===== config.mk =====
export PLATFORM = sky130hd
export DESIGN_NAME = btn_pulse_gen
export DESIGN_NICKNAME = d
export VERILOG_FILES = /design/src/rtl/btn_pulse_gen.sv
export SDC_FILE = /design/constraint.sdc
export NUM_CORES = 1
export LEC_CHECK = 0
export ABC_AREA = 0
export BUFFER_PORTS_ARGS = -buffer_cell sky130_fd_sc_hd__buf_2
export CAP_MARGIN = 20
export CORE_UTILIZATION = 39
export CTS_BUF_LIST = sky130_fd_sc_hd__clkbuf_4
export DETAILED_ROUTE_END_ITERATION = 16
export MAX_ROUTING_LAYER = met4
export SETUP_SLACK_MARGIN = 0.1
export SLEW_MARGIN = 20
export SYNTH_ARGS = -nofsm -noshare
export SYNTH_HDL_FRONTEND = slang
export SYNTH_SLANG_ARGS = --single-unit

===== constraint.sdc =====
create_clock -name clk -period 3.5 [get_ports clk]
set_clock_uncertainty 0.05 [all_clocks]
set_input_delay 0.7 -clock clk [delete_from_list [all_inputs] [get_ports clk]]
set_output_delay 0.7 -clock clk [all_outputs]
set_load 0.05 [all_outputs]

===== src/rtl/btn_pulse_gen.sv =====
// ----------------------------------------------------------------------------
// btn_pulse_gen
//   Turns a raw board push-button into clean control strobes for the LED-select
//   FSM. The button is passed through a 2-flop synchroniser and then a debounce
//   FSM. A new level is accepted only after it has been stable for
//   DEBOUNCE_CYCLES consecutive cycles.
//
//   Optional feature macro: HOLD_REPEAT_EN
//     When it is defined, a held button generates auto-repeat press pulses:
//     the first one after REPEAT_DELAY cycles, then one every REPEAT_PERIOD
//     cycles.
//
// Ports
//   clk            in   system clock; all logic runs on the rising edge
//   rst            in   asynchronous, active-high reset
//   btn_in         in   raw asynchronous button input (active-high, bouncy)
//   btn_level      out  debounced button level (registered)
//   press_pulse    out  one-cycle strobe on an accepted press (and on each auto-repeat)
//   release_pulse  out  one-cycle strobe on an accepted release
// ----------------------------------------------------------------------------
module btn_pulse_gen #(
    parameter int unsigned DEBOUNCE_CYCLES = 1_000_000,
    parameter int unsigned REPEAT_DELAY    = 50_000_000,
    parameter int unsigned REPEAT_PERIOD   = 20_000_000,
    parameter int unsigned CNT_W           = 26
) (
    input  logic clk,
    input  logic rst,
    input  logic btn_in,
    output logic btn_level,
    output logic press_pulse,
    output logic release_pulse
);

    if (DEBOUNCE_CYCLES < 1 || REPEAT_DELAY < 1 || REPEAT_PERIOD < 1) begin : g_bad_cfg
        $error("btn_pulse_gen: DEBOUNCE_CYCLES, REPEAT_DELAY and REPEAT_PERIOD must be >= 1");
    end

    typedef enum logic [1:0] {
        IDLE,
        PRESS_WAIT,
        PRESSED,
        RELEASE_WAIT
    } state_t;

    localparam logic [CNT_W-1:0] DB_LAST = CNT_W'(DEBOUNCE_CYCLES - 1);

    logic             s1, s2;
    state_t           state, state_n;
    logic [CNT_W-1:0] cnt, cnt_n;
    logic             level_n, press_n, release_n;

    // Synchroniser: s2 is the only view of the button that the FSM uses.
    always_ff @(posedge clk or posedge rst) begin
        if (rst) begin
            s1 <= 1'b0;
            s2 <= 1'b0;
        end else begin
            s1 <= btn_in;
            s2 <= s1;
        end
    end

`ifdef HOLD_REPEAT_EN
    localparam logic [CNT_W-1:0] RD_LAST = CNT_W'(REPEAT_DELAY - 1);
    localparam logic [CNT_W-1:0] RP_LAST = CNT_W'(REPEAT_PERIOD - 1);

    // rep_phase marks that the initial delay has already expired, so rcnt now
    // measures the repeat period instead of the initial delay.
    logic [CNT_W-1:0] rcnt, rcnt_n;
    logic             rep_phase, rep_phase_n;

    always_ff @(posedge clk or posedge rst) begin
        if (rst) begin
            rcnt      <= '0;
            rep_phase <= 1'b0;
        end else begin
            rcnt      <= rcnt_n;
            rep_phase <= rep_phase_n;
        end
    end
`endif

    always_ff @(posedge clk or posedge rst) begin
        if (rst) begin
            state         <= IDLE;
            cnt           <= '0;
            btn_level     <= 1'b0;
            press_pulse   <= 1'b0;
            release_pulse <= 1'b0;
        end else begin
            state         <= state_n;
            cnt           <= cnt_n;
            btn_level     <= level_n;
            press_pulse   <= press_n;
            release_pulse <= release_n;
        end
    end

    always_comb begin
        state_n   = state;
        cnt_n     = cnt;
        level_n   = btn_level;
        press_n   = 1'b0;
        release_n = 1'b0;
`ifdef HOLD_REPEAT_EN
        rcnt_n      = rcnt;
        rep_phase_n = rep_phase;
`endif
        unique case (state)
            IDLE: begin
                if (s2) begin
                    state_n = PRESS_WAIT;
                    cnt_n   = '0;
                end
            end
            PRESS_WAIT: begin
                if (!s2) begin
                    state_n = IDLE;
                end else if (cnt == DB_LAST) begin
                    state_n = PRESSED;
                    press_n = 1'b1;
                    level_n = 1'b1;
`ifdef HOLD_REPEAT_EN
                    rcnt_n      = '0;
                    rep_phase_n = 1'b0;
`endif
                end else begin
                    cnt_n = cnt + CNT_W'(1);
                end
            end
            PRESSED: begin
                if (!s2) begin
                    state_n = RELEASE_WAIT;
                    cnt_n   = '0;
                end
`ifdef HOLD_REPEAT_EN
                // rcnt advances only while the button is held steadily; a
                // release bounce freezes it until the FSM returns here.
                else if (!rep_phase && rcnt == RD_LAST) begin
                    press_n     = 1'b1;
                    rep_phase_n = 1'b1;
                    rcnt_n      = '0;
                end else if (rep_phase && rcnt == RP_LAST) begin
                    press_n = 1'b1;
                    rcnt_n  = '0;
                end else begin
                    rcnt_n = rcnt + CNT_W'(1);
                end
`endif
            end
            RELEASE_WAIT: begin
                if (s2) begin
                    state_n = PRESSED;
                end else if (cnt == DB_LAST) begin
                    state_n   = IDLE;
                    release_n = 1'b1;
                    level_n   = 1'b0;
                end else begin
                    cnt_n = cnt + CNT_W'(1);
                end
            end
            default: state_n = IDLE;
        endcase
    end

endmodule


==> metrics.txt <==
# TYPE chip_impl_metric gauge
chip_impl_metric{name="antenna_violating_nets_post_route",unit=""} 0
chip_impl_metric{name="fill_cell_instance_count_of_the_final_layout",unit=""} 447
chip_impl_metric{name="drt_iter0_markers",unit=""} 101
chip_impl_metric{name="global_route.usage.total",unit=""} 0.191
chip_impl_info{name="cts_root_buf",value="clkbuf_4"} 1
chip_impl_info{name="run_status",value="completed"} 1
chip_impl_info{name="crit_path_start_kind",value="register"} 1
chip_impl_metric{name="start_util",unit=""} 0.413
chip_impl_metric{name="first_global_vias",unit=""} 1473
chip_impl_metric{name="pwr_density_cell",unit="nW/um^2"} 339
chip_impl_metric{name="postCtsHoldBufs",unit=""} 0
chip_impl_metric{name="port_buffers",unit=""} 5
chip_impl_metric{name="regArea",unit="um^2"} 826
chip_impl_metric{name="post_synth.cell_area_avg",unit="um^2"} 9.13
chip_impl_metric{name="grt_first_pass_wirelength",unit="mm"} 7.14
chip_impl_metric{name="multi_input_area",unit="um^2"} 953
chip_impl_metric{name="vias",unit=""} 1516
chip_impl_metric{name="dieArea",unit="um^2"} 4980
chip_impl_metric{name="wl_per_cell",unit="um"} 15.3
chip_impl_metric{name="post_cts_resize_count",unit=""} 0
chip_impl_info{name="critical_path.endpoint_type",value="register"} 1
chip_impl_metric{name="synth_edf_count",unit=""} 0
chip_impl_metric{name="period_minus_slack",unit="ns"} 2.35
chip_impl_metric{name="worstMarginPinSlew",unit="ns"} 0.644
chip_impl_metric{name="die-width",unit="um"} 70.6
chip_impl_metric{name="layout-drive-gt1-share",unit=""} 0.126
chip_impl_info{name="rsz0062_at_grt",value="false"} 1
chip_impl_metric{name="synth-async-reset-ratio",unit=""} 1.00
chip_impl_metric{name="ctsHtreeMaxLevel",unit=""} 2
chip_impl_metric{name="wire_length_reported_by_the_detailed_router",unit="mm"} 3.95
chip_impl_metric{name="clock-sinks",unit=""} 33
chip_impl_metric{name="remaining_drc_errors",unit=""} 0
chip_impl_metric{name="drt_pass_1_iters",unit=""} 4
chip_impl_metric{name="syn-num-nets",unit=""} 205
chip_impl_metric{name="place.gp.congestion",unit=""} 0.832
chip_impl_metric{name="max_freq",unit="MHz"} 426
chip_impl_metric{name="post_cts_buffers",unit=""} 0
chip_impl_metric{name="cp_max_fanout",unit=""} 25
chip_impl_info{name="mostFrequentLayoutCells",value="33 x nand2_1, 33 x dfrtp_1, 18 x o21ai_0, 14 x nand3_1, 12 x a21oi_1"} 1
chip_impl_info{name="ys.flop_type",value="dfrtp_1"} 1
chip_impl_metric{name="synthDistinctLibCells",unit=""} 45
chip_impl_metric{name="syn-cell-area",unit="um^2"} 1830
chip_impl_metric{name="finalCritPeriodShare",unit=""} 0.671
chip_impl_metric{name="cts_made_buffers",unit=""} 5
chip_impl_metric{name="final_critical_path_setup_slack",unit="ns"} 1.15
chip_impl_info{name="min_path_type",value="reg -> reg"} 1
chip_impl_metric{name="p_seq_frac",unit=""} 0.615
chip_impl_metric{name="timing.max_cap.violations",unit=""} 0
chip_impl_metric{name="globalRoute.totalOverflow",unit=""} 0
chip_impl_metric{name="hold_violations",unit=""} 0
chip_impl_metric{name="syn_inst",unit=""} 201
chip_impl_metric{name="num_antenna_cells",unit=""} 0
chip_impl_metric{name="drv_slew",unit=""} 0
chip_impl_metric{name="synth_seq_cells",unit=""} 33
chip_impl_metric{name="cell_internal_pwr",unit="uW"} 489
chip_impl_metric{name="avgViaCountPerCell",unit=""} 5.88
chip_impl_metric{name="layout.nets",unit=""} 210
chip_impl_metric{name="io_pins",unit=""} 6
chip_impl_metric{name="core_region_area",unit="um^2"} 4440
chip_impl_metric{name="cp_data_required_time",unit="ns"} 3.68
chip_impl_metric{name="power.switching",unit="uW"} 172
chip_impl_metric{name="arrival",unit="ns"} 2.53
chip_impl_metric{name="finalSetupTns",unit="ns"} 0
chip_impl_metric{name="clk-insertion-delay-late",unit="ns"} 0.34
chip_impl_metric{name="p_clk_frac",unit=""} 0.312
chip_impl_metric{name="synth.yosys.warnings",unit=""} 0
chip_impl_info{name="cts_tree",value="built"} 1
chip_impl_metric{name="leakage_power",unit="nW"} 0.806
chip_impl_metric{name="die_extent_in_y",unit="um"} 70.6
chip_impl_metric{name="clkTransAtPathRegs",unit="ns"} 0.10
chip_impl_metric{name="place_worst_setup_slack",unit="ns"} 1.14
chip_impl_metric{name="grt_start_max_net_pins",unit=""} 34
chip_impl_metric{name="switching_share",unit=""} 0.261
chip_impl_info{name="worstSetupPathType",value="reg -> reg"} 1
chip_impl_metric{name="std_cell_rows",unit=""} 24
chip_impl_metric{name="setup_viol",unit=""} 0
chip_impl_metric{name="max-clock-path-buffers",unit=""} 2
chip_impl_metric{name="antenna_found_initial",unit=""} 0
chip_impl_metric{name="area.growth.synth_to_final",unit="%"} 6.21
chip_impl_metric{name="power_frac_comb",unit=""} 0.074
chip_impl_metric{name="place_hpwl",unit="mm"} 2.71
chip_impl_metric{name="irDropWorstVdd",unit="mV"} 0.206
chip_impl_metric{name="slew_headroom",unit=""} 0.568
chip_impl_metric{name="synth_sequential_area_ratio",unit=""} 0.450
[cell families after synthesis]
logic type / synth area share
AO/OA/AOI/OAI: 0.197
buffers and inverters: 0.0341
multiplexers: 0.0109
adder cells (fa/ha/maj): 0.00682
AND/OR/NAND/NOR: 0.291
flip-flops: 0.450
XOR/XNOR: 0.00955
[worst paths after layout]
kind	start	to	slack, ns	cells after the start
max	cnt[13]$_DFFE_PP0P_	cnt[23]$_DFFE_PP0P_	1.15	5
min	s1$_DFF_PP0_	s2$_DFF_PP0_	0.30	0
max reg2reg	cnt[13]$_DFFE_PP0P_	cnt[23]$_DFFE_PP0P_	1.15	5
min reg2reg	s1$_DFF_PP0_	s2$_DFF_PP0_	0.30	0
max in group asynchronous	rst	cnt[13]$_DFFE_PP0P_	2.72	3
min in group asynchronous	rst	asynchronous set/reset pin	0.38	3
[cell usage after synthesis, types with 3 or more instances]
library cell  count  share of area
nor4_1            3          0.010
nand3_1          14          0.038
dfrtp_1          33           0.45
a21oi_1          12          0.033
o31ai_1           9          0.037
nor3_1            6          0.016
or3_1             3          0.010
clkbuf_1          5          0.010
o21ai_0          18          0.049
nand4_1           8          0.027
nand2_1          33          0.068
or2_2             4          0.014
or4_1             4          0.016
o21a_1            3          0.012
nor2_1            3         0.0061
inv_1             4         0.0082
a31oi_1           3          0.010
and3_1            3          0.010
[power by group through the flow]
stage	sequential [mW]	combinational, mW	clock (mW)
CTS	0.405	0.0498	0.214
global route	0.409	0.0576	0.234
floorplan	0.410	0.0391	0
global placement	0.413	0.0494	0
detailed placement	0.413	0.0498	0
finish	0.406	0.0486	0.206
[stage by stage]
step                 util  std cells  hold WS (ns)  cell area [um^2]  power (mW)
floorplan               -        201         0.281              1830       0.449
detailed placement  0.426        251         0.285              1890       0.463
finish              0.438        258         0.304              1950       0.661
global placement    0.426        251         0.283              1890       0.462
global route        0.438        258         0.320              1950       0.700
CTS                 0.437        258         0.307              1940       0.669
[flip-flops by register name (all words and copies together), names as in the netlist, named ones only]
register       flops
btn_level          1
cnt               26
press_pulse        1
release_pulse      1
s1                 1
s2                 1
state              1
[worst max-delay path, stage by stage, from the launching register on]
cell,delay [ns]
dfrtp_1,0.46
or4b_4,0.57
or3_4,0.38
o21ai_4,0.50
or4_1,0.21
nand3_1,0.07
[routing by layer]
layer  vias up  track usage  share of wire
met5         -            -              0
met4         0       0.0733          0.017
met3         5       0.0470          0.025
met2        17        0.302           0.46
met1       734        0.238           0.50
li1        760            -              -
[cell type report]
type                    instances  area share
clock buffers                   6      0.0231
clock inverters                 1     0.00193
inverters                       4     0.00771
multi-input cells             155       0.489
flip-flops and latches         33       0.424
well taps                      52      0.0334
repair buffers                  7      0.0206
(Power assumes the default switching activity.)
